==> src/rtl/iq_nco_pkg.sv <==
// iq_nco_pkg: shared tags, FSM encoding and phase constants for the IQ NCO scheduler
package iq_nco_pkg;
   typedef logic [1:0] tag_t;
   localparam tag_t TAG_NONE = 2'd0;
   localparam tag_t TAG_SIN  = 2'd1;
   localparam tag_t TAG_COS  = 2'd2;
   typedef enum logic [1:0] {IDLE, SIN, COS} state_t;
   function automatic int quarter(input int pw);
      return 1 << (pw - 2);
   endfunction
   localparam int QUARTER = quarter(12);
endpackage

==> src/rtl/iq_nco_scheduler_if.sv <==
// iq_nco_scheduler_if: sample strobe, frequency handshake, lookup port and I/Q output bundle
interface iq_nco_scheduler_if #(
   parameter int OW = 16,
   parameter int PW = 12,
   parameter int AW = 32
);
   logic                 i_ce;
   logic                 i_freq_valid;
   logic [AW-1:0]        i_freq_word;
   logic                 o_freq_ready;
   logic [PW-1:0]        i_phase_offset;
   logic                 o_lut_ce;
   logic [PW-1:0]        o_lut_phase;
   logic signed [OW:0]   i_lut_val;
   logic signed [OW:0]   o_i;
   logic signed [OW:0]   o_q;
   logic                 o_valid;
   logic                 o_overrun;
   modport master (
      output i_ce, i_freq_valid, i_freq_word, i_phase_offset, i_lut_val,
      input  o_freq_ready, o_lut_ce, o_lut_phase, o_i, o_q, o_valid, o_overrun
   );
   modport slave (
      input  i_ce, i_freq_valid, i_freq_word, i_phase_offset, i_lut_val,
      output o_freq_ready, o_lut_ce, o_lut_phase, o_i, o_q, o_valid, o_overrun
   );
endinterface

==> src/rtl/nco_phase_accumulator.sv <==
// nco_phase_accumulator: phase accumulator with a one-deep pending frequency word
module nco_phase_accumulator #(
   parameter int PW = 12,
   parameter int AW = 32
) (
   input  logic          i_clk,
   input  logic          i_reset,
   input  logic          i_step,
   input  logic          i_freq_valid,
   input  logic [AW-1:0] i_freq_word,
   output logic          o_freq_ready,
   output logic [PW-1:0] o_phase
);
   logic [AW-1:0] acc_q, acc_d, freq_q, freq_d, pend_q, pend_d;
   logic          full_q, full_d, accept;
   // The pending word only lands in freq after this step's acc update, so it affects the next sample
   always_comb begin
      accept = i_freq_valid && !full_q;
      acc_d  = i_step ? acc_q + freq_q : acc_q;
      freq_d = (i_step && full_q) ? pend_q : freq_q;
      pend_d = accept ? i_freq_word : pend_q;
      full_d = accept || (full_q && !i_step);
   end
   always_ff @(posedge i_clk) begin
      if (i_reset) begin
         acc_q  <= '0;
         freq_q <= '0;
         pend_q <= '0;
         full_q <= 1'b0;
      end else begin
         acc_q  <= acc_d;
         freq_q <= freq_d;
         pend_q <= pend_d;
         full_q <= full_d;
      end
   end
   assign o_freq_ready = !full_q;
   assign o_phase      = acc_q[AW-1 -: PW];
endmodule

==> src/rtl/iq_nco_scheduler.sv <==
// iq_nco_scheduler: time-shares one sine lookup between Q (sin) and I (cos) slots per sample strobe,
// realigning results through a tag line matched to the lookup latency
module iq_nco_scheduler
   import iq_nco_pkg::*;
#(
   parameter int OW  = 16,
   parameter int PW  = 12,
   parameter int AW  = 32,
   parameter int LAT = 4
) (
   input logic              i_clk,
   input logic              i_reset,
   iq_nco_scheduler_if.slave bus
);
   localparam logic [PW-1:0] QTR = PW'(quarter(PW));
   state_t                 state_q, state_d;
   logic                   start, valid_q, valid_d, overrun_q, overrun_d, lut_ce_q;
   logic [PW-1:0]          acc_phase, lut_phase_q, lut_phase_d;
   tag_t                   cur_tag, tag_out;
   logic [LAT-1:0][1:0]    tag_q, tag_d;
   logic signed [OW:0]     sin_q, sin_d, i_smp_q, i_smp_d, q_smp_q, q_smp_d;
   nco_phase_accumulator #(.PW(PW), .AW(AW)) u_acc (
      .i_clk        (i_clk),
      .i_reset      (i_reset),
      .i_step       (start),
      .i_freq_valid (bus.i_freq_valid),
      .i_freq_word  (bus.i_freq_word),
      .o_freq_ready (bus.o_freq_ready),
      .o_phase      (acc_phase)
   );
   // A strobe during SIN would collide with the pending cos slot, so it is dropped and flagged
   always_comb begin
      start       = bus.i_ce && (state_q != SIN);
      state_d     = start ? SIN : (state_q == SIN) ? COS : IDLE;
      cur_tag     = (state_q == SIN) ? TAG_SIN : (state_q == COS) ? TAG_COS : TAG_NONE;
      lut_phase_d = start ? acc_phase + bus.i_phase_offset :
                    (state_q == SIN) ? lut_phase_q + QTR : lut_phase_q;
      tag_d       = {tag_q[LAT-2:0], cur_tag};
      tag_out     = tag_q[LAT-1];
      sin_d       = (tag_out == TAG_SIN) ? bus.i_lut_val : sin_q;
      valid_d     = (tag_out == TAG_COS);
      i_smp_d     = valid_d ? bus.i_lut_val : i_smp_q;
      q_smp_d     = valid_d ? sin_q : q_smp_q;
      overrun_d   = overrun_q || (bus.i_ce && (state_q == SIN));
   end
   always_ff @(posedge i_clk) begin
      if (i_reset) begin
         state_q     <= IDLE;
         lut_phase_q <= '0;
         tag_q       <= '0;
         sin_q       <= '0;
         i_smp_q     <= '0;
         q_smp_q     <= '0;
         valid_q     <= 1'b0;
         overrun_q   <= 1'b0;
         lut_ce_q    <= 1'b0;
      end else begin
         state_q     <= state_d;
         lut_phase_q <= lut_phase_d;
         tag_q       <= tag_d;
         sin_q       <= sin_d;
         i_smp_q     <= i_smp_d;
         q_smp_q     <= q_smp_d;
         valid_q     <= valid_d;
         overrun_q   <= overrun_d;
         lut_ce_q    <= 1'b1;
      end
   end
   assign bus.o_lut_ce    = lut_ce_q;
   assign bus.o_lut_phase = lut_phase_q;
   assign bus.o_i         = i_smp_q;
   assign bus.o_q         = q_smp_q;
   assign bus.o_valid     = valid_q;
   assign bus.o_overrun   = overrun_q;
endmodule

==> src/flat_wrapper.sv <==
// flat-port wrapper written by rule: the top's interface ports become plain ports
module iq_nco_scheduler_flat import iq_nco_pkg::*;
#(
   parameter int OW  = 16,
   parameter int PW  = 12,
   parameter int AW  = 32,
   parameter int LAT = 4
)
  (i_clk, i_reset, bus_i_ce, bus_i_freq_valid, bus_i_freq_word, bus_i_phase_offset, bus_i_lut_val, bus_o_freq_ready, bus_o_lut_ce, bus_o_lut_phase, bus_o_i, bus_o_q, bus_o_valid, bus_o_overrun);
  iq_nco_scheduler_if #(.OW(OW), .PW(PW), .AW(AW)) bus_i ();
  input logic i_clk;
  input logic i_reset;
  input wire logic [$bits(bus_i.i_ce)-1:0] bus_i_ce;
  input wire logic [$bits(bus_i.i_freq_valid)-1:0] bus_i_freq_valid;
  input wire logic [$bits(bus_i.i_freq_word)-1:0] bus_i_freq_word;
  input wire logic [$bits(bus_i.i_phase_offset)-1:0] bus_i_phase_offset;
  input wire logic [$bits(bus_i.i_lut_val)-1:0] bus_i_lut_val;
  output wire logic [$bits(bus_i.o_freq_ready)-1:0] bus_o_freq_ready;
  output wire logic [$bits(bus_i.o_lut_ce)-1:0] bus_o_lut_ce;
  output wire logic [$bits(bus_i.o_lut_phase)-1:0] bus_o_lut_phase;
  output wire logic [$bits(bus_i.o_i)-1:0] bus_o_i;
  output wire logic [$bits(bus_i.o_q)-1:0] bus_o_q;
  output wire logic [$bits(bus_i.o_valid)-1:0] bus_o_valid;
  output wire logic [$bits(bus_i.o_overrun)-1:0] bus_o_overrun;
  assign bus_i.i_ce = bus_i_ce;
  assign bus_i.i_freq_valid = bus_i_freq_valid;
  assign bus_i.i_freq_word = bus_i_freq_word;
  assign bus_i.i_phase_offset = bus_i_phase_offset;
  assign bus_i.i_lut_val = bus_i_lut_val;
  assign bus_o_freq_ready = bus_i.o_freq_ready;
  assign bus_o_lut_ce = bus_i.o_lut_ce;
  assign bus_o_lut_phase = bus_i.o_lut_phase;
  assign bus_o_i = bus_i.o_i;
  assign bus_o_q = bus_i.o_q;
  assign bus_o_valid = bus_i.o_valid;
  assign bus_o_overrun = bus_i.o_overrun;
  iq_nco_scheduler #(.OW(OW), .PW(PW), .AW(AW), .LAT(LAT)) u_core (.i_clk(i_clk), .i_reset(i_reset), .bus(bus_i));
endmodule
==> config.mk <==
export PLATFORM = sky130hd
export DESIGN_NAME = iq_nco_scheduler_flat
export DESIGN_NICKNAME = d
export VERILOG_FILES = /design/src/rtl/iq_nco_pkg.sv /design/src/rtl/iq_nco_scheduler_if.sv /design/src/rtl/nco_phase_accumulator.sv /design/src/rtl/iq_nco_scheduler.sv /design/src/flat_wrapper.sv
export SDC_FILE = /design/constraint.sdc
export NUM_CORES = 1
export LEC_CHECK = 0
export ABC_AREA = 1
export CAP_MARGIN = 25
export CORE_ASPECT_RATIO = 1.25
export CORE_MARGIN = 3
export CORE_UTILIZATION = 30
export CTS_BUF_LIST = sky130_fd_sc_hd__clkbuf_16
export CTS_CLUSTER_SIZE = 40
export DETAILED_ROUTE_END_ITERATION = 12
export GPL_TIMING_DRIVEN = 0
export HOLD_SLACK_MARGIN = 0.05
export PLACE_DENSITY_LB_ADDON = 0.3
export SLEW_MARGIN = 5
export SYNTH_ARGS = -nofsm -noshare
export SYNTH_HDL_FRONTEND = slang
export SYNTH_SLANG_ARGS = --single-unit
==> constraint.sdc <==
create_clock -name i_clk -period 2.2 [get_ports i_clk]
set_input_delay 0.55 -clock i_clk [delete_from_list [all_inputs] [get_ports i_clk]]
set_output_delay 0.55 -clock i_clk [all_outputs]
set_load 0.01 [all_outputs]
# --- Word level (Yosys, flattened, before mapping) ---
# Index checks and enable logic that the tools add are counted.
word_totals:
  register_bits: 173
  output_inout_bits: 50
  elab_cells: 45
op_classes:
  add_sub_neg: 3
  eq_ne: 5
  muxes: 7
  n_reduce_logical: 12
op_table:
  columns: ["op", "count"]
  rows:
  - ["$add A32 B32 Y32", 1]
  - ["$mux W12", 2]
  - ["$add A12 B11 Y12 const B", 1]
  - ["$add A12 B12 Y12", 1]
  - ["$logic_and A1 B1 Y1", 5]
  - ["$eq A2 B1 Y1 const B", 2]
  - ["$eq A2 B2 Y1 const B", 2]
  - ["$mux W2", 2]
  - ["$reduce_or A2 Y1", 2]
  - ["$mux W1", 3]
  - ["$logic_not A1 Y1", 2]
  - ["$logic_or A1 B1 Y1", 2]
  - ["$ne A2 B1 Y1 const B", 1]
  - ["$reduce_bool A2 Y1", 1]

# --- Logic depth before layout (Yosys ltp) ---
# Gate-level depths: netlist (run 1).
depth:
  ltp_word: 5
  ltp_mapped: 13

# --- Cells and area by module ---
# A second synthesis (run 1) with hierarchy kept.
unflattened:
  hier_cells: 1372
  hier_area_um2: 9008.6
by_module_without_submodules:
  columns: ["mod", "n_inst", "cells_per_inst", "area_per_inst_um2", "seq_area_each_um2"]
  rows:
  - ["nco_phase_accumulator", 1, 973, 5919.4, 1941.9]
  - ["iq_nco_scheduler", 1, 399, 3089.2, 1521.5]

# --- Worst setup path after synthesis (run 1) ---
# OpenSTA, ideal clock, no wires.
synth_timing:
  path_kind: "input to register"
  startpoint: "input bus_i_phase_offset[0]"
  endpoint: "register u_core.lut_phase_q[8], in the netlist u_core.bus.o_lut_phase[8]"
  setup_time_ns: 0.117
  arrival_ns: 1.734
  t_required_ns: 2.083
  path_slack_ns: 0.349
  cell_stages: 8
  cell_sequence: "ha_1 fa_1 nand3_1 nand2_1 a21boi_1 o21bai_1 nor2_1 o21ai_1"
synth_via:
  elab_chain_len: 2
synth_rtl:
  columns: ["item", "line", "text"]
  rows:
  - ["start, declared", "flat_wrapper.sv:16", "input wire logic [$bits(bus_i.i_phase_offset)-1:0] bus_i_phase_offset;"]
  - ["$add A12 B12 Y12", "iq_nco_scheduler.sv:36", "lut_phase_d = start ? acc_phase + bus.i_phase_offset :"]
  - ["$mux W12", "iq_nco_scheduler.sv:36", null]
  - ["end signal, assigned", "iq_nco_scheduler.sv:59", "lut_phase_q <= lut_phase_d;"]
  - ["end, declared", "iq_nco_scheduler.sv:18", "logic [PW-1:0] acc_phase, lut_phase_q, lut_phase_d;"]
# Every way passes these cells.
# A chain may end at the register's enable or synchronous reset.

# --- Final worst setup path (run 1) ---
layout_timing:
  startpoint: "register u_core.u_acc.full_q"
  endpoint: "output bus_o_freq_ready"
layout_via:
  elab_chain_len: 1
layout_rtl:
  columns: ["item", "line", "text"]
  rows:
  - ["start, declared", "nco_phase_accumulator.sv:15", "logic full_q, full_d, accept;"]
  - ["start signal, assigned", "nco_phase_accumulator.sv:34", "full_q <= full_d;"]
  - ["$logic_not A1 Y1", "nco_phase_accumulator.sv:37", "assign o_freq_ready = !full_q;"]
  - ["end, declared", "flat_wrapper.sv:18", "output wire logic [$bits(bus_i.o_freq_ready)-1:0] bus_o_freq_ready;"]
# Every way passes these cells.

==> parameters.txt, run 1 <==
Parameter                              Value

Power and ir drop
  Switch share ... ~25%
  Internal power summed over all cells ... approximately 0.005 W
  Cell leakage power ... 5.13 nW
  P per Cell Area ... roughly 610 nW/µm²
  Reg power frac ... between 40 and 50%
  Power share of the clock group ... 41.6%
  Overall power ... roughly 0.0067 W
  Maximum ir drop on the vdd rail ... between 0.5 and 0.6 mV
  Portion of total power attributed to combinational logic ... a little under a tenth
  Switching pwr ... 0.00165 W

Route
  Detailed router's first-iteration violation count ... around 310
  Highest metal layer with signal wires ... met4
  Drt drc ... 0
  DR pass1 iterations ... 5
  Post-DR vias/cell ... about 4.4
  Routed met2 length ... about 12 mm
  Average routed wire per standard cell ... 13.3 µm
  Length of routed met3 wiring ... 1.59 mm
  DRT met1 WL ... between 9 and 10 mm
  Routed Antenna Nets ... 0
  Final WL ... roughly 24 mm
  Via count ... roughly 8100

Yosys
  Net Count, Synth ... roughly 1400
  Flip-flop and latch count after synthesis ... approximately 170
  Proportion of synthesized chip area in sequential cells ... 39.2%
  Synthesized instance count ... 1296
  Cell area after technology mapping ... 8850 µm²
  Number of warnings issued by yosys ... 0
  Mean instance size in the synthesized netlist ... ~6.8 µm²
  Distinct cells, synth ... 42

Clock network
  TritonCTS Sinks ... about 170
  CTS root buf ... clkbuf_16
  Insertion delay to the later sink of the worst-skew pair ... 430 ps
  Quantity of hold-fixing buffers added after cts ... 0
  Depth of the CTS H-tree ... 4
  Post-CTS Setup Repair Bufs ... 0
  Deepest clock path buffer count ... 2
  Clock-pin transition on the worst setup and hold timing paths ... approximately 60 ps
  Clock tree from TritonCTS ... done
  Number of CTS-inserted buffers ... 17
  Post_cts resized ... 0

Floorplanning
  Area inside the core boundary ... around 29000 µm²
  Area enclosed by the die boundary ... about 32000 µm²
  Number of cell rows ... between 60 and 70
  Total I/O pin count ... roughly 120
  Height of the die ... a little under 200 µm
  Effective utilization at floorplan ... 30.8%
  Horizontal die dimension ... 160 µm

GRT
  GRT Overall Usage ... about 16%
  Total gr overflow ... 0
  Via count of the first global-routing pass ... 8102
  Initial antenna violation count ... 0
  First-pass GRT wire length ... roughly 40 mm
  Largest net degree at the start of global routing ... 17

Finish
  Nets ... 1537
  Most frequent cells in the layout ... nand2_1, nor2_1, dfxtp_1, inv_1, clkdlybuf4s50_1
  Filler Cell Count ... 3030
  Final core utilization ... a little under two fifths
  Count of non-filler cells in the finished layout ... roughly 1800
  Synth-to-Final Area Change ... 24.4%
  Layout cell share with drive strength beyond 1 ... a little over 7%
  Most common library cell in the layout ignoring fill and taps ... nand2_1
  Diode count ... 0

STA
  Worst clock skew on the final layout ... 16.4 ps
  Shortest period the worst path allows ... about 2100 ps
  Final Hold Vio Count ... 0
  Post-layout worst setup margin ... 107 ps
  Final count of pins violating max slew ... 0
  Peak Freq ... between 0.4 and 0.5 GHz
  Max_slew headroom ... between 60% and 70%
  Final setup violation count ... 0
  Setup TNS after final layout ... 0 ps
  Slew at the pin closest to its max-slew limit ... between 500 and 600 ps
  RSZ-0062 raised after global routing ... no
  Fin crit share ... between 90% and 100%

Placement
  DP Cell Count ... approximately 1800
  Final weighted congestion in routability-driven placement ... 0.930
  Detailed placer's ending HPWL ... slightly below 20 mm
  Number of buffers added on ports ... between 100 and 150
  Placement Setup Slack ... -277 ps

Worst setup path
  CP Data Required Time ... roughly 1700 ps
  Largest fanout of any net on the critical path ... 8
  Number of cell instances on the worst register-to-register path ... 11
  CP startpoint kind ... register
  Kind of end point of the critical path ... output pin
  Category of the critical setup timing path ... register to output pin
  Worst endpoint data arrival time ... between 1500 and 2000 ps

Hold path
  Classification of the worst-slack hold path ... register to register
  Instance count along the most critical hold path ... 2

Run status
  Result of the run ... finished clean

Run
  Number of violations of the max-capacitance limit ... 0
[worst paths after layout]
path / from / to / slack [ps]
setup / recovery: u_core.u_acc.full_q$_SDFF_PP0_ / bus_o_freq_ready / 110
hold / removal: u_core.tag_d[7]$_SDFF_PP0_ / u_core.tag_out[1]$_SDFF_PP0_ / 410
setup reg to reg: u_core.u_acc.acc_q[21]$_SDFFE_PP0P_ / u_core.u_acc.acc_q[29]$_SDFFE_PP0P_ / 220
hold reg to reg: u_core.tag_d[7]$_SDFF_PP0_ / u_core.tag_out[1]$_SDFF_PP0_ / 410
[layer usage]
metal / GRT usage [%] / up-vias
met5: 0 / -
met4: 5.12 / 0
met3: 5.06 / 27
met2: 29.4 / 141
met1: 17.0 / 3600
li1: - / 4368
[worst max-delay path: stages, from the launching register on]
cell	delay, ps
dfxtp_1	290
buf_2	170
inv_1	90
clkdlybuf4s50_1	570
[synth_stat cells, drive strengths merged]
master | n | area [µm²]
a21boi | 1 | 7.51
a21o | 3 | 22.5
a21oi | 69 | 368
a22o | 5 | 43.8
and2 | 2 | 12.5
buf | 21 | 128
clkbuf | 26 | 98.8
clkinv | 2 | 7.51
dfxtp | 173 | 3460
fa | 2 | 40.0
ha | 42 | 526
inv | 146 | 548
nand2 | 345 | 1350
nand3 | 85 | 450
nand3b | 3 | 35.0
nand4 | 5 | 31.3
nor2 | 224 | 903
nor3 | 6 | 45.0
o211ai | 2 | 15.0
o21a | 1 | 7.51
o21ai | 111 | 556
o21bai | 4 | 33.8
o31ai | 1 | 7.51
or2 | 1 | 8.76
xnor2 | 13 | 114
xor2 | 3 | 26.3
[cell families (layout without fill, tap and decap cells)]
group,count (synthesis),after routing,share of synthesized area (%)
and+or+nand+nor,671,671,32.0
xor gates and xnor gates,16,16,1.58
buffers and inverters,195,340,8.84
AOI/OAI and AO/OA,197,197,12.0
DFF,173,173,39.2
adders and majority gates,44,44,6.39
[power by group through the flow]
stage | Sequential (W) | Clock [W] | Combinational (W)
6_report | 0.00329 | 0.00279 | 0.000627
4_1_cts | 0.00329 | 0.00287 | 0.000642
5_1_grt | 0.00330 | 0.00300 | 0.000707
2_1_floorplan | 0.00336 | 0 | 0.000347
3_5_place_dp | 0.00336 | 0 | 0.000639
3_3_place_gp | 0.00336 | 0 | 0.000634
[flip-flops by register name, summed over array words and instances, names as in the netlist, 2 cells and up]
signal                  count
u_core.bus.o_i             17
u_core.bus.o_lut_phase     12
u_core.bus.o_q             17
u_core.sin_q               17
u_core.state_q              2
u_core.tag_d                6
u_core.tag_out              2
u_core.u_acc.acc_q         32
u_core.u_acc.freq_q        32
u_core.u_acc.pend_q        32
[layout make-up]
class,instances,area (µm²),share of cell area [%]
inverter,148,556,5.05
clock buffer,17,425,3.86
tap,390,488,4.43
sequential,173,3460,31.5
clock inverter,15,106,0.966
timing repair buffer,113,1130,10.3
buffer,47,226,2.06
multi-input combinational,928,4610,41.9
[per-stage QoR]
step           hold slack, ps  area, µm²
6_report                  407      11000
3_5_place_dp              403      10500
4_1_cts                   411      11000
3_3_place_gp              404      10500
2_1_floorplan             388       8850
5_1_grt                   435      11000
No activity file was read; power rests on OpenSTA's default activity.
==> run 2, diff against run 1 <==
--- a/config.mk
+++ b/config.mk
@@ -16,7 +16,7 @@
 export GPL_TIMING_DRIVEN = 0
 export HOLD_SLACK_MARGIN = 0.05
 export PLACE_DENSITY_LB_ADDON = 0.3
-export SLEW_MARGIN = 5
+export SLEW_MARGIN = 20
 export SYNTH_ARGS = -nofsm -noshare
 export SYNTH_HDL_FRONTEND = slang
 export SYNTH_SLANG_ARGS = --single-unit
==> results of run 2 <==
No change in the layout: final DEF, timing and power equal those of run 1.
==> run 3, diff against run 2 <==
--- a/config.mk
+++ b/config.mk
@@ -9,8 +9,9 @@
 export CAP_MARGIN = 25
 export CORE_ASPECT_RATIO = 1.25
 export CORE_MARGIN = 3
-export CORE_UTILIZATION = 30
+export CORE_UTILIZATION = 56
 export CTS_BUF_LIST = sky130_fd_sc_hd__clkbuf_16
+export CTS_CLUSTER_DIAMETER = 120
 export CTS_CLUSTER_SIZE = 40
 export DETAILED_ROUTE_END_ITERATION = 12
 export GPL_TIMING_DRIVEN = 0
==> parameters.txt, run 3 (synthesis results as in run 1) <==
Parameter                              Value

STA
  Shortest period the worst path allows ... 2080 ps (was 2090 ps)
  Worst clock skew on the final layout ... 10.2 ps (was 16.4 ps)
  Fin crit share ... 94.3% (was 95.2%)
  Final setup violation count ... 0 (unchanged)
  Setup TNS after final layout ... 0 ps (unchanged)
  Max_slew headroom ... 61.3% (was 64.0%)
  Slew at the pin closest to its max-slew limit ... 581 ps (was 541 ps)
  Worst hold slack after final layout ... 414 ps (was 407 ps)
  RSZ-0062 raised after global routing ... no (unchanged)
  Final count of pins violating max slew ... 0 (unchanged)
  Final Hold Vio Count ... 0 (unchanged)
  Peak Freq ... 0.482 GHz (was 0.478 GHz)
  Post-layout worst setup margin ... 125 ps (was 107 ps)

Route
  DR pass1 iterations ... 5 (unchanged)
  Detailed router's first-iteration violation count ... 519 (was 312)
  Average routed wire per standard cell ... 13.8 µm (was 13.3 µm)
  Post-DR vias/cell ... 5.08 (was 4.44)
  Final WL ... 22.7 mm (was 24.4 mm)
  Drt drc ... 0 (unchanged)
  Via count ... 8380 (was 8136)
  Routed Antenna Nets ... 0 (unchanged)

Floorplanning
  Height of the die ... 147 µm (was 198 µm)
  Number of cell rows ... 50 (was 69)
  Horizontal die dimension ... 118 µm (was 160 µm)
  Area enclosed by the die boundary ... 17400 µm² (was 31600 µm²)
  Area inside the core boundary ... 15200 µm² (was 28700 µm²)
  Total I/O pin count ... 115 (unchanged)
  Effective utilization at floorplan ... 58.2% (was 30.8%)

Worst setup path
  Number of cell instances on the worst register-to-register path ... 10 (was 11)
  CP startpoint kind ... register (unchanged)
  Worst Setup SP ... u_core.u_acc.full_q$_SDFF_PP0_ (unchanged)
  Kind of end point of the critical path ... output pin (unchanged)
  Category of the critical setup timing path ... register to output pin (unchanged)
  Largest fanout of any net on the critical path ... 8 (unchanged)
  CP Data Required Time ... 1650 ps (about the same)
  R2r startpoint ... u_core.u_acc.acc_q[0]$_SDFFE_PP0P_ (was u_core.u_acc.acc_q[21]$_SDFFE_PP0P_)
  Worst endpoint data arrival time ... 1530 ps (was 1540 ps)

Hold path
  Instance count along the most critical hold path ... 2 (unchanged)
  Classification of the worst-slack hold path ... register to register (unchanged)
  Startpoint of the worst hold path ... u_core.tag_d[6]$_SDFF_PP0_ (was u_core.tag_d[7]$_SDFF_PP0_)

Finish
  Nets ... 1537 (unchanged)
  Final core utilization ... 71.2% (was 38.3%)
  Diode count ... 0 (unchanged)
  Layout cell share with drive strength beyond 1 ... 7.63% (was 7.22%)
  Most frequent cells in the layout ... nand2_1, nor2_1, dfxtp_1, inv_1, clkdlybuf4s50_1 (unchanged)
  Largest registers ranked by flip-flop count ... u_core.u_acc.acc_q: 32 flops, u_core.u_acc.freq_q: 32 flops, u_core.u_acc.pend_q: 32 flops (unchanged)
  Most common library cell in the layout ignoring fill and taps ... nand2_1 (unchanged)
  Synth-to-Final Area Change ... 22.4% (was 24.4%)

Clock network
  Post-CTS Setup Repair Bufs ... 0 (unchanged)
  Clock-pin transition on the worst setup and hold timing paths ... 70 ps (was 60 ps)
  CTS root buf ... clkbuf_16 (unchanged)
  TritonCTS Sinks ... 173 (unchanged)
  Number of CTS-inserted buffers ... 17 (unchanged)
  Clock tree from TritonCTS ... done (unchanged)
  Deepest clock path buffer count ... 2 (unchanged)
  Insertion delay to the later sink of the worst-skew pair ... 430 ps (about the same)
  Depth of the CTS H-tree ... 4 (unchanged)

GRT
  First-pass GRT wire length ... 38.4 mm (was 40.2 mm)
  Met3 track utilization from global routing ... 7.75% (was 5.06%)
  Total gr overflow ... 0 (unchanged)
  Via count of the first global-routing pass ... 8208 (was 8102)
  Met2 capacity usage during global routing ... 48.2% (was 29.4%)
  GRT Overall Usage ... 27.0% (was 15.8%)
  Grt met1 use ... 30.5% (was 17.0%)
  Initial antenna violation count ... 0 (unchanged)
  Most utilized layer in the global route result ... met2 (unchanged)
  Largest net degree at the start of global routing ... 19 (was 17)

Placement
  Placement Setup Slack ... -287 ps (was -277 ps)
  Final weighted congestion in routability-driven placement ... 0.901 (was 0.930)
  Detailed placer's ending HPWL ... 17.7 mm (was 19.8 mm)
  Number of buffers added on ports ... 113 (unchanged)

Power and ir drop
  Overall power ... 0.00683 W (was 0.00671 W)
  Cell leakage power ... 5.14 nW (was 5.13 nW)
  Maximum ir drop on the vdd rail ... 0.532 mV (was 0.508 mV)
  P per Cell Area ... 631 nW/µm² (was 609 nW/µm²)

Run
  Number of violations of the max-capacitance limit ... 0 (unchanged)

Run status
  Result of the run ... finished clean (unchanged)
-- run 3: cell count changes in the layout (fill, tap and decap cells not counted), moves of 2 or more --
cell / change
clkinv_8: +2
clkinv_1: -3
inv_1: -2
inv_8: +5
clkinv_2: -3
clkinv_4: +2
-- run 3: critical path, cell delays in order, from the launching register on --
cell and delay, ps:
dfxtp_1 300, buf_2 150, inv_1 90, clkdlybuf4s50_1 560
-- run 3: worst paths after layout --
kind,to,slack (ps)
min,u_core.tag_out[0]$_SDFF_PP0_,410
max,bus_o_freq_ready,120
min reg2reg,u_core.tag_out[0]$_SDFF_PP0_,410
max reg2reg,u_core.u_acc.acc_q[28]$_SDFFE_PP0P_,160
-- run 3: per-layer routing --
metal	routed length, µm	up-vias
li1	-	4371
met2	11200	230
met5	0	-
met3	1680	40
met4	629	0
met1	9210	3739
-- run 3: power breakdown --
| group | total [W] | internal, W | switching (W) |
|---|---|---|---|
| Combinational | 0.000627 | 0.000284 | 0.000342 |
| Clock | 0.00292 | 0.00151 | 0.00141 |
| Sequential | 0.00329 | 0.00323 | 0.0000600 |
| Total | 0.00683 | 0.00502 | 0.00181 |
-- run 3: what timing repair did --
action | 4_1_cts | 5_1_grt
hold buffers | 0 | 0
gates resized for setup | 0 | 4
setup endpoints to repair | 0 | 4
-- run 3: final cells by class --
type | instances | area, µm²
multi-input combinational | 928 | 4620
fill | 1278 | 4380
sequential | 173 | 3460
timing repair buffer | 113 | 1130
inverter | 148 | 556
clock buffer | 17 | 425
tap | 208 | 260
buffer | 47 | 226
clock inverter | 15 | 149
-- run 3: per-stage QoR --
stage	cells	area [µm²]
5_1_grt	1649	10800
6_report	1649	10800
3_3_place_gp	1617	10200
4_1_cts	1649	10800
2_1_floorplan	1296	8850
3_5_place_dp	1617	10200
